<file path="src/rtl/bram_burst_rd.sv">
// ---------------------------------------------------------------------------
// bram_burst_rd
//
// Burst read controller in front of an 18-bit x 4096 block RAM. It owns the
// RAM port, accepts a (base, length) request, streams the addressed words
// out through a 2-entry {last, data} FIFO on a valid/ready interface, and
// gives a host write port priority access to the RAM in every state.
//
// Ports
//   CLK, RST                     clock, synchronous active-high reset
//   REQ_VALID/REQ_READY          burst request handshake (ready == IDLE)
//   REQ_BASE [AW-1:0]            first word address
//   REQ_LEN  [AW:0]              number of words (0 = empty burst)
//   WR_VALID/WR_ADDR/WR_DATA     host write request, never stalled
//   WR_READY                     high whenever RST is low
//   OUT_VALID/OUT_READY          output beat handshake
//   OUT_DATA [DW-1:0], OUT_LAST  FIFO head word and its end-of-burst flag
//   DONE                         one-cycle pulse after a burst completes
//   BRAM_EN/READ/WRITE/ADDR/DIN  RAM controls
//   DOUT [DW-1:0]                RAM read data, combinational in ADDR/READ
// ---------------------------------------------------------------------------
module bram_burst_rd #(
    parameter int DW = 18,
    parameter int AW = 12
) (
    input  logic          CLK,
    input  logic          RST,

    input  logic          REQ_VALID,
    output logic          REQ_READY,
    input  logic [AW-1:0] REQ_BASE,
    input  logic [AW:0]   REQ_LEN,

    input  logic          WR_VALID,
    input  logic [AW-1:0] WR_ADDR,
    input  logic [DW-1:0] WR_DATA,
    output logic          WR_READY,

    output logic          OUT_VALID,
    input  logic          OUT_READY,
    output logic [DW-1:0] OUT_DATA,
    output logic          OUT_LAST,
    output logic          DONE,

    output logic          BRAM_EN,
    output logic          READ,
    output logic          WRITE,
    output logic [AW-1:0] ADDR,
    output logic [DW-1:0] DIN,
    input  logic [DW-1:0] DOUT
);

    typedef enum logic [1:0] {
        ST_IDLE  = 2'd0,
        ST_RUN   = 2'd1,
        ST_DRAIN = 2'd2
    } state_t;

    state_t        state_reg;
    logic [AW-1:0] rd_addr_reg;
    logic [AW:0]   rd_left_reg;
    logic          done_reg;

    // Output FIFO: two {last, data} entries, one-bit pointers plus occupancy.
    logic [DW:0]   fifo_mem [2];
    logic [1:0]    count_reg;
    logic          rd_ptr_reg;
    logic          wr_ptr_reg;

    logic          active;
    logic          out_valid;
    logic [DW:0]   head;
    logic          pop;
    logic          fifo_room;
    logic          grant_wr;
    logic          issue_rd;
    logic          push_last;

    // -----------------------------------------------------------------------
    // Combinational arbitration and FIFO status
    // -----------------------------------------------------------------------
    assign active    = !RST;
    assign out_valid = (count_reg != 2'd0);
    assign head      = fifo_mem[rd_ptr_reg];
    assign pop       = out_valid && OUT_READY;

    // A full FIFO can still accept a word in a cycle where its head is
    // popped, which keeps throughput at one beat per cycle.
    assign fifo_room = (count_reg != 2'd2) || pop;

    // Host writes always win the RAM port; a read only issues in RUN on a
    // cycle without a host write and with room downstream.
    assign grant_wr  = active && WR_VALID;
    assign issue_rd  = active && (state_reg == ST_RUN) && !WR_VALID && fifo_room;
    assign push_last = (rd_left_reg == {{AW{1'b0}}, 1'b1});

    // -----------------------------------------------------------------------
    // RAM port. DOUT is combinational, so the word read this cycle is
    // captured into the FIFO at the coming edge.
    // -----------------------------------------------------------------------
    assign BRAM_EN = grant_wr || issue_rd;
    assign WRITE   = grant_wr;
    assign READ    = issue_rd;
    assign ADDR    = grant_wr ? WR_ADDR : rd_addr_reg;
    assign DIN     = grant_wr ? WR_DATA : '0;

    assign WR_READY  = active;
    assign REQ_READY = (state_reg == ST_IDLE);
    assign OUT_VALID = out_valid;
    assign OUT_DATA  = head[DW-1:0];
    assign OUT_LAST  = out_valid && head[DW];
    assign DONE      = done_reg;

    // -----------------------------------------------------------------------
    // Control FSM, burst counters and FIFO pointers
    // -----------------------------------------------------------------------
    always_ff @(posedge CLK) begin
        if (RST) begin
            state_reg   <= ST_IDLE;
            rd_addr_reg <= '0;
            rd_left_reg <= '0;
            done_reg    <= 1'b0;
            count_reg   <= 2'd0;
            rd_ptr_reg  <= 1'b0;
            wr_ptr_reg  <= 1'b0;
        end else begin
            done_reg <= 1'b0;

            case (state_reg)
                ST_IDLE: begin
                    if (REQ_VALID) begin
                        rd_addr_reg <= REQ_BASE;
                        rd_left_reg <= REQ_LEN;
                        // An empty burst completes without leaving IDLE.
                        if (REQ_LEN == '0) begin
                            done_reg <= 1'b1;
                        end else begin
                            state_reg <= ST_RUN;
                        end
                    end
                end

                ST_RUN: begin
                    if (issue_rd) begin
                        // Address wraps naturally at 2^AW.
                        rd_addr_reg <= rd_addr_reg + 1'b1;
                        rd_left_reg <= rd_left_reg - 1'b1;
                        if (push_last) begin
                            state_reg <= ST_DRAIN;
                        end
                    end
                end

                ST_DRAIN: begin
                    // The burst ends when its last beat is handed over.
                    if (pop && head[DW]) begin
                        state_reg <= ST_IDLE;
                        done_reg  <= 1'b1;
                    end
                end

                default: begin
                    state_reg <= ST_IDLE;
                end
            endcase

            if (issue_rd) begin
                wr_ptr_reg <= !wr_ptr_reg;
            end
            if (pop) begin
                rd_ptr_reg <= !rd_ptr_reg;
            end
            count_reg <= count_reg + {1'b0, issue_rd} - {1'b0, pop};
        end
    end

    // FIFO storage carries no reset; occupancy alone defines validity.
    always_ff @(posedge CLK) begin
        if (issue_rd) begin
            fifo_mem[wr_ptr_reg] <= {push_last, DOUT};
        end
    end

endmodule

</file>
<file path="config.mk">
export PLATFORM = sky130hd
export DESIGN_NAME = bram_burst_rd
export DESIGN_NICKNAME = d
export VERILOG_FILES = /design/src/rtl/bram_burst_rd.sv
export SDC_FILE = /design/constraint.sdc
export NUM_CORES = 1
export LEC_CHECK = 0
export ABC_AREA = 1
export BUFFER_PORTS_ARGS = -buffer_cell sky130_fd_sc_hd__buf_4
export CAP_MARGIN = 20
export CORE_UTILIZATION = 47
export CTS_BUF_LIST = sky130_fd_sc_hd__clkbuf_8
export CTS_CLUSTER_SIZE = 16
export DETAILED_ROUTE_END_ITERATION = 8
export PLACE_DENSITY = 0.79
export SYNTH_ARGS = -nofsm -noshare
export SYNTH_HDL_FRONTEND = slang
export SYNTH_SLANG_ARGS = --single-unit
</file>
<file path="constraint.sdc">
create_clock -name CLK -period 1.8 [get_ports CLK]
set_clock_uncertainty 0.05 [all_clocks]
set_input_delay 0.18 -clock CLK [delete_from_list [all_inputs] [get_ports CLK]]
set_output_delay 0.18 -clock CLK [all_outputs]
set_load 0.005 [all_outputs]
</file>
==> flow_summary.toml <==
[cells_and_area]
final_area_mm2 = 0.00537
nNetsFinal = 734
fillers = 655
multi_input_area_mm2 = 0.00170
seqCellArea_mm2 = 0.00180
area_growth_pct = 40.0
diodes = 0
drive_gt1_share_pct = 30.4
largest_reg_flops = 38

[grt]
grt_max_degree = 26
antenna_found_initial = 0
first_global_vias = 3734
grt_overflow = 0
track_usage_pct = 24.9
grt_first_pass_wirelength_um = 16900

[detailed_routing]
drt_wl_total_um = 10100
wl_per_cell_um = 13.3
ant_nets = 0
vias = 3769
drc_errors = 0
viasPerCell = 4.97
drt_pass1_iterations = 4
dr.first_iter.drc_count = 176

[die]
rows = 32
dieWidth_um = 92.3
initial_utilization_pct = 49.1
die-area_mm2 = 0.00852
ios = 134
core_mm2 = 0.00781
die_h_um = 92.3

[timing]
fmax_ghz = 0.588
setup_tns_ps = 0
holdWs_ps = 32.0
finalCriticalPeriod_ps = 1700
fin_crit_sh_pct = 94.5
setup_viol = 0
rsz0062_at_grt = "no"
max_slew.worst_pin.slew_ps = 602
relSlewSlack_pct = 59.8
finalHoldViolations = 0
slew_viol_final = 0

[placement]
place_area_mm2 = 0.00500
gp_congestion = 0.905
hpwl_um = 7340
port_buffers = 133

[synth]
yosysUniqueCellTypes = 32
synth_cells = 496
yosysMostFrequentCell = "nand2_1"
ys_seq_elements = 71
synth_area_mm2 = 0.00383
synth-main-ff-cell = "edfxtp_1"
synth.top_cells.by_area = "edfxtp_1 30%, dfxtp_1 17%, nand2_1 12%"
synth_warnings = 0
synth_async_sr_flop_share_pct = 0
synth_top_area_share_pct = 29.8
yosysTopAreaCell = "edfxtp_1"
yosysSeqAreaShare_pct = 47.0
syn_area_per_cell_um2 = 7.73
synth_commonest_cells = "119 x nand2_1, 88 x nor2_1, 57 x inv_1"
syn_nets = 578
synth_edf_count = 38

[clock_tree]
cts_buffers = 9
tritoncts = "built"
cts-root-buf = "clkbuf_8"
clock_sinks = 71
cts_max_level = 3
clkSlewWorstSetupHoldPaths_ps = 80
cts.path.max_buffers = 2
clk_latency_ps = 350

[worst_setup_path]
crit_path_start_kind = "flop"
crit_required_ps = 1570
endpoint_kind = "primary output"
arrival_ps = 1470
cp_max_fo = 17
worst-setup-path-type = "reg -> out"

[pwr]
p_leak_nw = 2.47
p_per_area_mw_per_mm2 = 760
ir_drop_mv = 0.422
fin_total_pwr_w = 0.00408

[run]
cap_viol_max_count = 0

[run_status]
outcome = "complete, no violations"

[hold_path]
hold_path.class = "in -> reg"
==> metal layers <==
| layer | share of wire [%] | up-vias | GRT usage, % |
|---|---|---|---|
| met5 | 0 | - | 0 |
| met2 | 49 | 136 | 41.7 |
| met4 | 1.9 | 0 | 8.98 |
| met1 | 43 | 1708 | 32.3 |
| li1 | - | 1912 | - |
| met3 | 6.1 | 13 | 4.43 |
==> cell usage in the layout (no fill, tap or decap), types with 4 or more instances in the layout <==
master and n:
mux2_2 18, inv_1 59, dfxtp_1 33, buf_4 141, inv_2 4, ha_1 4, nor2_1 85, a21oi_1 28
o21ai_1 13, nand3_1 22, dlygate4sd3_1 18, nand2_1 119, edfxtp_1 38, buf_12 4, clkbuf_8 9, o21ai_0 24
nor2_2 5
==> repair_timing <==
item                       CTS  global route
setup endpoints to repair    0             2
buffers inserted             0             0
hold endpoints to repair    36             0
gates resized for setup      0             2
hold buffers                18             0
==> stage by stage <==
stage	cells	utilization (%)	worst slack, ps
floorplan	496	-	128
global placement	725	64.0	260
detailed placement	725	64.0	241
CTS	759	68.7	91.2
global route	759	68.7	31.8
finish	759	68.7	98.1
==> layout make-up <==
type / count / share of cell area (%)
inverters: 62 / 4.38
clock inverters: 7 / 1.10
clock buffers: 9 / 2.31
repair buffers: 163 / 24.6
well taps: 102 / 2.38
flip-flops and latches: 71 / 33.6
multi-input cells: 345 / 31.7
==> critical path: stages (launching register included) <==
cell,delay (ps)
dfxtp_1,440
buf_12,190
mux2_2,350
buf_4,140
==> power by group <==
part / switching (W) / internal [W]
registers: 0.0000790 / 0.00179
clock network: 0.000593 / 0.000621
logic: 0.000523 / 0.000471
total: 0.00120 / 0.00288
==> path summary, 6_finish.rpt <==
path	start	endpoint	slack, ps	depth (start not counted)
min reg2reg	rd_ptr_reg	rd_ptr_reg	420	1
max reg2reg	state_reg[1]	rd_left_reg[12]	210	9
min	RST	rd_addr_reg[10]	30	2
max	flop	OUT_DATA[5]	100	3
==> logic make-up after synthesis <==
family / Yosys count / synth area share [%]
and+or+nand+nor: 246 / 26.4
buffers and inverters: 80 / 8.94
AOI/OAI and AO/OA: 76 / 10.8
DFF: 71 / 47.0
muxes: 19 / 5.55
adders and majority gates: 4 / 1.31
Note: power is estimated with default switching activity, not from simulation.
